[config.mk]
export PLATFORM = sky130hd
export DESIGN_NAME = rs232_rx_flat
export DESIGN_NICKNAME = d
export VERILOG_FILES = /design/src/rtl/rs232_pkg.sv /design/src/rtl/rs232_rx_if.sv /design/src/rtl/rs232_baud_tick.sv /design/src/rtl/rs232_rx.sv /design/src/flat_wrapper.sv
export SDC_FILE = /design/constraint.sdc
export NUM_CORES = 1
export LEC_CHECK = 0
export CAP_MARGIN = 20
export CORE_MARGIN = 2
export CORE_UTILIZATION = 30
export DETAILED_ROUTE_END_ITERATION = 16
export SYNTH_ARGS = -nofsm -noshare
export SYNTH_HDL_FRONTEND = slang
export SYNTH_HIERARCHICAL = 1
export SYNTH_SLANG_ARGS = --single-unit
[constraint.sdc]
create_clock -name clk -period 1.9 [get_ports clk]
set_clock_uncertainty 0.2 [all_clocks]
set_input_delay 0.285 -clock clk [delete_from_list [all_inputs] [get_ports clk]]
set_output_delay 0.285 -clock clk [all_outputs]
set_load 0.02 [all_outputs]
[src/rtl/rs232_pkg.sv]
// -----------------------------------------------------------------------------
// rs232_pkg
// Shared definitions for the RS232 blocks:
//   - rx_state_t : receiver FSM state encoding
//   - SMP_*      : oversample indices at which the line is sampled for voting
//   - tick_div() : clock divisor for one oversample tick
//   - maj3()     : 2-of-3 majority vote
// -----------------------------------------------------------------------------
package rs232_pkg;

    typedef enum logic [2:0] {
        ST_IDLE  = 3'd0,
        ST_START = 3'd1,
        ST_DATA  = 3'd2,
        ST_STOP  = 3'd3,
        ST_BREAK = 3'd4
    } rx_state_t;

    // Three samples around the middle of a 16x oversampled bit; the last one
    // is also the decision point.
    localparam int SMP_FIRST = 7;
    localparam int SMP_MID   = 8;
    localparam int SMP_LAST  = 9;

    // Clocks per oversample tick, truncated (27 for 50 MHz / 115200 / 16).
    function automatic int tick_div(input int f, input int baud, input int ovs);
        return f / (baud * ovs);
    endfunction

    // Majority of three samples.
    function automatic logic maj3(input logic a, input logic b, input logic c);
        return (a & b) | (a & c) | (b & c);
    endfunction

endpackage

[src/rtl/rs232_rx_if.sv]
// -----------------------------------------------------------------------------
// rs232_rx_if
// Line and consumer-side signals of the RS232 receiver.
//   rx         : serial line into the receiver (idle high)
//   rd         : consumer acknowledge, clears data_valid
//   data       : last received byte
//   data_valid : level, byte waiting for the consumer
//   frame_err  : one-clk pulse, stop bit sampled low
//   overrun    : one-clk pulse, byte completed while data_valid was high
//   busy       : receiver is inside a frame
// master = the receiver, slave = line driver / consumer.
// -----------------------------------------------------------------------------
interface rs232_rx_if;
    logic       rx;
    logic       rd;
    logic [7:0] data;
    logic       data_valid;
    logic       frame_err;
    logic       overrun;
    logic       busy;

    modport master (
        input  rx, rd,
        output data, data_valid, frame_err, overrun, busy
    );

    modport slave (
        output rx, rd,
        input  data, data_valid, frame_err, overrun, busy
    );
endinterface

[src/rtl/rs232_baud_tick.sv]
// -----------------------------------------------------------------------------
// rs232_baud_tick
// Oversample tick generator: counts 0..TICKDIV-1 while enabled and emits a
// one-clk tick on wrap. Disabled, the counter is held at 0 so that enabling it
// starts a full tick period from a known phase.
//   clk  : system clock
//   rst  : asynchronous reset, active-low
//   en   : run the counter
//   tick : one-clk pulse every TICKDIV clocks while en is high
// -----------------------------------------------------------------------------
module rs232_baud_tick
    import rs232_pkg::*;
#(
    parameter int F          = 50_000_000,
    parameter int BAUDRATE   = 115_200,
    parameter int OVERSAMPLE = 16
) (
    input  logic clk,
    input  logic rst,
    input  logic en,
    output logic tick
);
    localparam int TICKDIV = tick_div(F, BAUDRATE, OVERSAMPLE);
    localparam int CW      = (TICKDIV > 1) ? $clog2(TICKDIV) : 1;

    logic [CW-1:0] cnt_r;
    logic          tick_r;

    // Divider counter and registered tick pulse.
    always_ff @(posedge clk or negedge rst) begin
        if (!rst) begin
            cnt_r  <= '0;
            tick_r <= 1'b0;
        end else if (!en) begin
            cnt_r  <= '0;
            tick_r <= 1'b0;
        end else if (cnt_r == CW'(TICKDIV - 1)) begin
            cnt_r  <= '0;
            tick_r <= 1'b1;
        end else begin
            cnt_r  <= cnt_r + 1'b1;
            tick_r <= 1'b0;
        end
    end

    assign tick = tick_r;

endmodule

[src/rtl/rs232_rx.sv]
// -----------------------------------------------------------------------------
// rs232_rx
// 8N1 serial receiver with 16x oversampling and 3-sample majority voting.
//   clk : system clock (rising edge)
//   rst : asynchronous reset, active-low
//   bus : rs232_rx_if.master -- rx, rd in; data, data_valid, frame_err,
//         overrun, busy out (all outputs registered)
// The stop bit is decided at its sample point and the FSM returns to IDLE
// immediately, so a start bit right after the stop bit is still caught.
// -----------------------------------------------------------------------------
module rs232_rx
    import rs232_pkg::*;
#(
    parameter int F          = 50_000_000,
    parameter int BAUDRATE   = 115_200,
    parameter int OVERSAMPLE = 16
) (
    input  logic       clk,
    input  logic       rst,
    rs232_rx_if.master bus
);
    localparam int            SW      = (OVERSAMPLE > 1) ? $clog2(OVERSAMPLE) : 1;
    localparam logic [SW-1:0] S_LAST  = SW'(OVERSAMPLE - 1);
    localparam logic [SW-1:0] S_FIRST = SW'(SMP_FIRST);
    localparam logic [SW-1:0] S_MID   = SW'(SMP_MID);
    localparam logic [SW-1:0] S_DEC   = SW'(SMP_LAST);

    // synchronizer
    logic          rx_meta_r;
    logic          rxs_r;
    // FSM and datapath state
    rx_state_t     state_r,  state_nx;
    logic [SW-1:0] s_r,      s_nx;
    logic [2:0]    n_r,      n_nx;
    logic          smp_a_r,  smp_a_nx;
    logic          smp_b_r,  smp_b_nx;
    logic [7:0]    shift_r,  shift_nx;
    logic [7:0]    data_r,   data_nx;
    logic          dv_r,     dv_nx;
    logic          fe_r,     fe_nx;
    logic          ov_r,     ov_nx;
    logic          busy_r,   busy_nx;
    // combinational helpers
    logic          tick_s;
    logic          maj_s;
    logic          s_wrap_s;
    logic          s_dec_s;
    logic [SW-1:0] s_step_s;

    rs232_baud_tick #(
        .F          (F),
        .BAUDRATE   (BAUDRATE),
        .OVERSAMPLE (OVERSAMPLE)
    ) u_baud_tick (
        .clk  (clk),
        .rst  (rst),
        .en   (busy_r),
        .tick (tick_s)
    );

    // Two-flop synchronizer; resets to the idle (high) line level.
    always_ff @(posedge clk or negedge rst) begin
        if (!rst) begin
            rx_meta_r <= 1'b1;
            rxs_r     <= 1'b1;
        end else begin
            rx_meta_r <= bus.rx;
            rxs_r     <= rx_meta_r;
        end
    end

    // The third vote is the live sample taken on the decision tick itself.
    assign maj_s    = maj3(smp_a_r, smp_b_r, rxs_r);
    assign s_wrap_s = tick_s && (s_r == S_LAST);
    assign s_dec_s  = tick_s && (s_r == S_DEC);
    assign s_step_s = (s_r == S_LAST) ? '0 : s_r + 1'b1;

    // Next-state, datapath and output computation.
    always_comb begin
        state_nx = state_r;
        s_nx     = tick_s ? s_step_s : s_r;
        n_nx     = n_r;
        smp_a_nx = (tick_s && (s_r == S_FIRST)) ? rxs_r : smp_a_r;
        smp_b_nx = (tick_s && (s_r == S_MID))   ? rxs_r : smp_b_r;
        shift_nx = shift_r;
        data_nx  = data_r;
        // rd clears a pending byte; ignored when nothing is pending.
        dv_nx    = bus.rd ? 1'b0 : dv_r;
        fe_nx    = 1'b0;
        ov_nx    = 1'b0;

        case (state_r)
            ST_IDLE: begin
                s_nx = '0;
                if (!rxs_r) begin
                    state_nx = ST_START;
                end else begin
                    state_nx = ST_IDLE;
                end
            end
            ST_START: begin
                if (s_dec_s && maj_s) begin
                    // start bit did not hold low: glitch, drop silently
                    state_nx = ST_IDLE;
                end else if (s_wrap_s) begin
                    state_nx = ST_DATA;
                    n_nx     = 3'd0;
                end else begin
                    state_nx = ST_START;
                end
            end
            ST_DATA: begin
                // LSB first: after eight right-shifts bit 0 sits in shift_r[0]
                if (s_dec_s) begin
                    shift_nx = {maj_s, shift_r[7:1]};
                end else begin
                    shift_nx = shift_r;
                end
                if (s_wrap_s) begin
                    if (n_r == 3'd7) begin
                        state_nx = ST_STOP;
                    end else begin
                        n_nx = n_r + 3'd1;
                    end
                end else begin
                    state_nx = ST_DATA;
                end
            end
            ST_STOP: begin
                if (s_dec_s) begin
                    data_nx = shift_r;
                    if (maj_s) begin
                        dv_nx    = 1'b1;
                        ov_nx    = dv_r & ~bus.rd;
                        state_nx = ST_IDLE;
                    end else begin
                        fe_nx    = 1'b1;
                        state_nx = ST_BREAK;
                    end
                end else begin
                    state_nx = ST_STOP;
                end
            end
            ST_BREAK: begin
                // no start detection until the line has returned high
                if (rxs_r) begin
                    state_nx = ST_IDLE;
                end else begin
                    state_nx = ST_BREAK;
                end
            end
            default: begin
                state_nx = ST_IDLE;
            end
        endcase

        busy_nx = (state_nx != ST_IDLE);
    end

    // FSM state, datapath and registered outputs.
    always_ff @(posedge clk or negedge rst) begin
        if (!rst) begin
            state_r <= ST_IDLE;
            s_r     <= '0;
            n_r     <= 3'd0;
            smp_a_r <= 1'b1;
            smp_b_r <= 1'b1;
            shift_r <= 8'h00;
            data_r  <= 8'h00;
            dv_r    <= 1'b0;
            fe_r    <= 1'b0;
            ov_r    <= 1'b0;
            busy_r  <= 1'b0;
        end else begin
            state_r <= state_nx;
            s_r     <= s_nx;
            n_r     <= n_nx;
            smp_a_r <= smp_a_nx;
            smp_b_r <= smp_b_nx;
            shift_r <= shift_nx;
            data_r  <= data_nx;
            dv_r    <= dv_nx;
            fe_r    <= fe_nx;
            ov_r    <= ov_nx;
            busy_r  <= busy_nx;
        end
    end

    assign bus.data       = data_r;
    assign bus.data_valid = dv_r;
    assign bus.frame_err  = fe_r;
    assign bus.overrun    = ov_r;
    assign bus.busy       = busy_r;

endmodule

[src/flat_wrapper.sv]
// flat-port wrapper written by rule: the top's interface ports become plain ports
module rs232_rx_flat import rs232_pkg::*;
#(
    parameter int F          = 50_000_000,
    parameter int BAUDRATE   = 115_200,
    parameter int OVERSAMPLE = 16
)
  (clk, rst, bus_rx, bus_rd, bus_data, bus_data_valid, bus_frame_err, bus_overrun, bus_busy);
  rs232_rx_if bus_i ();
  input  logic clk;
  input  logic rst;
  input wire logic [$bits(bus_i.rx)-1:0] bus_rx;
  input wire logic [$bits(bus_i.rd)-1:0] bus_rd;
  output wire logic [$bits(bus_i.data)-1:0] bus_data;
  output wire logic [$bits(bus_i.data_valid)-1:0] bus_data_valid;
  output wire logic [$bits(bus_i.frame_err)-1:0] bus_frame_err;
  output wire logic [$bits(bus_i.overrun)-1:0] bus_overrun;
  output wire logic [$bits(bus_i.busy)-1:0] bus_busy;
  assign bus_i.rx = bus_rx;
  assign bus_i.rd = bus_rd;
  assign bus_data = bus_i.data;
  assign bus_data_valid = bus_i.data_valid;
  assign bus_frame_err = bus_i.frame_err;
  assign bus_overrun = bus_i.overrun;
  assign bus_busy = bus_i.busy;
  rs232_rx #(.F(F), .BAUDRATE(BAUDRATE), .OVERSAMPLE(OVERSAMPLE)) u_core (.clk(clk), .rst(rst), .bus(bus_i));
endmodule
---- After elaboration in Yosys (flattened, before gate mapping) ----
Cells that the tools add are included.
W data, S select, Z words.
storage, ports and cells
  bits in registers ....................... 40
  input bits .............................. 4
  output and inout bits ................... 12
  word-level logic and storage cells ...... 82
operators by class
  add/subtract/negate cells ............... 3
  equal/unequal tests ..................... 14
  multiplexer cells ....................... 31
  bitwise gates (word level) .............. 7
  reduce and logical (&&, ||, !) cells .... 12
operators with widths
  cell                   count
  $mux W3                10
  $pmux W3 S5            1
  $mux W1                13
  $eq A4 B4 Y1 const B   3
  $mux W4                3
  $mux W5                2
  $eq A3 B2 Y1 const B   2
  $eq A3 B3 Y1 const B   2
  $pmux W3 S2            1
  $add A5 B1 Y5 const B  1
  $eq A5 B5 Y1 const B   1
  $logic_and A1 B1 Y1    5
  $reduce_and A5 Y1      1
  $add A4 B1 Y4 const B  1
  $and A1 B1 Y1          4
  $eq A4 B3 Y1 const B   1
  $ne A2 B1 Y1 const B   2
  $ne A2 B2 Y1 const B   2
  $reduce_and A2 Y1      2
  $reduce_bool A2 Y1     2
  $add A3 B1 Y3 const B  1
  $eq A3 B1 Y1 const B   1
  $logic_not A3 Y1       1
  $reduce_bool A3 Y1     1
  3 further kinds        4

---- Depth between registers and ports, before layout ----
  depth after elaboration ................. 7
  mapped depth ............................ 7

---- Modules after synthesis ----
The synthesis kept the hierarchy.
by module, submodules not included
  module           instances  cells each  area each (um^2)
  rs232_rx         1          120         1501.4
  rs232_baud_tick  1          24          300.3

---- Worst setup path after synthesis ----
No wires, ideal clock.
  path type ............................... register -> register
  start ................................... reg u_core.n_r[0]
  end ..................................... reg u_core.n_r[0]
  setup time .............................. 0.125 ns
  data arrival time ....................... 1.596 ns
  data required time ...................... 1.575 ns
  slack ................................... -0.020 ns
  cell stages (with the launch flop) ...... 7
  period minus slack after synthesis ...... 1.920 ns
  cells stage by stage .................... dfrtp_1 ha_1 ha_1 nor3b_1 a21oi_1 nor3_1 mux2_2
between the ends
  word-level cells in the longest chain between the ends .. 4
ends and longest elaborated chain
  item                    line             RTL
  from (decl)             rs232_rx.sv:34   logic [2:0] n_r, n_nx;
  from (signal assigned)  rs232_rx.sv:177  n_r <= n_nx;
  $add A3 B1 Y3           rs232_rx.sv:123  n_nx = n_r + 3'd1;
  $mux W3                 rs232_rx.sv:120  if (n_r == 3'd7) begin
  $mux W3                 rs232_rx.sv:119  if (s_wrap_s) begin
  $pmux W3 S2             rs232_rx.sv:92   case (state_r)
Parallel ways exist; a longest one is shown, timed or not. The select of a mux whose other input is x is not followed.
A chain may end at the register's enable or synchronous reset.

---- Final worst setup path ----
  start ................................... reg u_core.s_r[1]
  end ..................................... reg u_core.busy_r (netlist: u_core/bus.busy)
between the ends
  word-level cells in the longest chain between the ends .. 6
ends and longest elaborated chain
  item                                                   line                              RTL
  from (decl)                                            rs232_rx.sv:33                    logic [SW-1:0] s_r, s_nx;
  from (signal assigned)                                 rs232_rx.sv:176                   s_r <= s_nx;
  $eq A4 B4 Y1 (on tied branches)                        rs232_rx.sv:74, rs232_rx.sv:75
  $logic_and A1 B1 Y1 (on tied branches)                 rs232_rx.sv:74, rs232_rx.sv:75
  $mux W2 / $logic_and A1 B1 Y1 (equally long branches)  rs232_rx.sv:105, rs232_rx.sv:102
  $mux W3                                                rs232_rx.sv:102                   if (s_dec_s && maj_s) begin
  $pmux W3 S5 (*)                                        rs232_rx.sv:92
  net u_core.state_nx[0]                                 rs232_rx.sv:32                    rx_state_t state_r, state_nx;
  $reduce_bool A3 Y1 (*)                                 rs232_rx.sv:157                   busy_nx = (state_nx != ST_IDLE);
  net u_core.busy_nx                                     rs232_rx.sv:42                    logic busy_r, busy_nx;
  to (signal assigned)                                   rs232_rx.sv:185                   busy_r <= busy_nx;
  to (decl)                                              rs232_rx.sv:42
Mark *: on every way through the listed nets, which the timed path passes. The rest lies on a longest branch.

==> impl_metrics.csv <==
group,metric,value,unit
final_layout,mostFrequentLayoutCell,"dfrtp_1",
route,drtPass1Iterations,4,
logic_synthesis,synth-seq-cells,40,
clock_tree,clock_path_buffers,2,
global_route,antenna_found_initial,0,
sta,rsz0062_at_grt,"yes",
final_layout,fillers,541,
logic_synthesis,synth-warning-count,6,
sta,timing.slew.headroom,63.9,%
floorplanning,die_w,81.5,microns
clock_tree,numCtsBuffers,5,
global_route,grtUsageTotal,10.4,%
global_route,grt_remaining_overflow,0,
logic_synthesis,ys_types,39,
status,status,"complete, no violations",
logic_synthesis,syn-num-nets,155,
floorplanning,start_util,30.8,%
floorplanning,num_rows,28,
logic_synthesis,netlist_instances,144,
route,routed_wl,3100,microns
floorplanning,io_pins,16,
floorplanning,chipHeight,81.5,microns
critical_path,worstSetupEndpointType,"flip-flop",
final_layout,seqCellArea,1010,sq um
final_layout,n_antenna_cell,0,
logic_synthesis,ys_seq_area_share,55.8,%
clock_tree,cts_tree,"yes",
place,place_hpwl,2060,microns
clock_tree,clock-root-buffer,"clkbuf_8",
critical_path,start_kind,"flip-flop",
clock_tree,clock_latency,0.28,ns
place,dp_cells,245,
run,maxCapViolations,0,
route,num_vias,1205,
final_layout,layout_common_cells,"dfrtp_1, buf_4, mux2_2",
power,peakVddDrop,0.515,mV
final_layout,stdcell_count,260,
critical_path,crit_type,"flip-flop to flip-flop",
clock_tree,htree_levels,2,
logic_synthesis,synth.cell_area,1800,sq um
sta,worst_pin_slew,0.537,ns
sta,finalSetupViolations,0,
sta,fin_crit_sh,99.2,%
worst_hold_path,min_path_type,"flip-flop to flip-flop",
sta,fmax,531,MHz
route,drtIter0Drc,56,
power,p_leak,1.09,nW
power,p_per_area,603,nW/um^2
logic_synthesis,avgSynthCellArea,12.5,sq um
final_layout,finalCoreUtilization,40.7,%
place,port-buffer-count,15,
critical_path,cp_max_fo,3,
route,vias_per_cell,4.63,
critical_path,required,1.86,ns
global_route,grt_pass1_vias,1183,
global_route,grt_pass1_wl,5370,microns
place,routabilityCongestion,0.785,
final_layout,area_growth,32.2,%
final_layout,multi_input_area,822,sq um
global_route,grt_max_degree,41,
sta,tns,0,ns
route,drc,0,
critical_path,worstPathArrival,1.85,ns
sta,hold_violations,0,
floorplanning,dieArea,6640,sq um
sta,min_period,1.88,ns
route,ant_nets,0,
floorplanning,coreArea,5850,sq um
sta,report.final.slew_viol_count,0,
sta,timing.hold.ws,0.158,ns
final_layout,nets,195,
clock_tree,path_clk_slew,0.08,ns
clock_tree,clkSinkCount,40,
route,wl_per_cell,11.9,microns
final_layout,drive_gt1_share,37.3,%
## registers in the layout, summed over array words and instances, names as in the netlist
register and flops:
u_core/u_baud_tick/cnt_r 5, u_core/rxs_r 1, u_core/u_baud_tick/tick 1, u_core/shift_r 8, u_core/rx_meta_r 1, u_core/s_r 4, u_core/smp_b_r 1, u_core/bus.data 8
u_core/bus.overrun 1, u_core/state_r 3, u_core/n_r 3, u_core/smp_a_r 1, u_core/bus.busy 1, u_core/bus.data_valid 1, u_core/bus.frame_err 1
## stage by stage
stage          setup slack, ns  power (mW)  area (sq um)
2_1_floorplan           0.0498       0.874          1810
3_3_place_gp           -0.0578       0.899          2150
3_5_place_dp           -0.0386       0.898          2150
4_1_cts                -0.0162        1.47          2300
5_1_grt                -0.0600        1.51          2380
6_report                0.0153        1.44          2380
## cell usage after synthesis (all sizes together)
library cell / number / share of area (%)
or4: 1 / 0.42
a21o: 1 / 0.42
o21a: 1 / 0.42
mux2: 19 / 12
o22ai: 1 / 0.35
nor3b: 4 / 1.7
and4b: 2 / 1.3
nor2: 5 / 1.0
nand3: 3 / 0.83
xor2: 1 / 0.49
nand4b: 2 / 0.97
o2111a: 1 / 0.62
nor4: 3 / 1.7
and2: 1 / 0.35
ha: 7 / 4.9
nand3b: 1 / 0.42
nand2b: 2 / 0.69
nor2b: 3 / 1.0
xnor2: 1 / 0.49
clkbuf: 2 / 0.42
mux2i: 1 / 0.56
o21ai: 8 / 2.2
a211oi: 1 / 0.42
inv: 5 / 1.0
nor3: 2 / 0.56
dfstp: 4 / 5.8
nand2: 7 / 1.5
maj3: 1 / 0.56
and4: 2 / 0.97
buf: 4 / 1.5
nand4: 1 / 0.69
a2111o: 1 / 0.62
a21oi: 6 / 1.7
a22o: 1 / 0.49
and3: 3 / 1.0
dfrtp: 36 / 50
## worst paths after layout
| path | start | end | slack, ns | cells after the start |
|---|---|---|---|---|
| min reg2reg | u_core/rx_meta_r$_DFF_PN1_ | u_core/rxs_r$_DFF_PN1_ | 0.16 | 0 |
| max | u_core/s_r[1]$_DFFE_PN0P_ | u_core/bus.busy$_DFF_PN0_ | 0.02 | 6 |
| min in group asynchronous | rst | u_core/bus.data_valid$_DFF_PN0_ | 0.38 | 3 |
| max reg2reg | u_core/s_r[1]$_DFFE_PN0P_ | u_core/bus.busy$_DFF_PN0_ | 0.02 | 6 |
| min | u_core/rx_meta_r$_DFF_PN1_ | u_core/rxs_r$_DFF_PN1_ | 0.16 | 0 |
| max in group asynchronous | rst | u_core/smp_b_r$_DFFE_PN1P_ | 0.75 | 3 |
## power breakdown
part | internal (mW) | leakage, nW | switching, mW
combinational | 0.00786 | 0.532 | 0.0170
clock | 0.260 | 0.0404 | 0.296
sequential | 0.855 | 0.514 | 0.00172
## kinds of logic after synthesis
kind of cell,Yosys count,synth area share (%)
mux,20,12.4
xor+xnor,2,0.972
simple gates,42,15.2
buf+inv,11,2.92
flops,40,55.8
compound gates,21,7.22
fa+ha+maj,8,5.42
## worst max-delay path, stage by stage (launching register included)
cell and delay [ns]:
dfrtp_1 0.40, inv_2 0.08, ha_4 0.12, and4b_4 0.24, o21ai_0 0.09, a22o_1 0.24, a2111o_1 0.39
## cell type report
class	instances	area share [%]
Tap cell	75	3.94
Sequential cell	40	42.3
Clock buffer	5	2.89
Timing Repair Buffer	39	14.6
Clock inverter	3	0.998
Inverter	5	0.788
Multi-Input combinational cell	93	34.5
## per-layer routing
| layer | global-route usage [%] | part of all wire, % | up-vias |
|---|---|---|---|
| met2 | 15.3 | 45 | 14 |
| li1 | - | - | 599 |
| met4 | 3.05 | 0.42 | 0 |
| met1 | 14.8 | 51 | 590 |
| met3 | 3.30 | 2.9 | 2 |
| met5 | 0 | 0 | - |
## what timing repair did
action | CTS | global route
setup buffers | 4 | 2
gates resized for setup | 6 | 13
endpoints found under the setup margin | 12 | 21
cloned | 0 | 0
pin swaps | 2 | 4
hold buffers | 1 | 0
endpoints found under the hold margin | 36 | 0
Note: power is estimated with default switching activity, not from simulation.
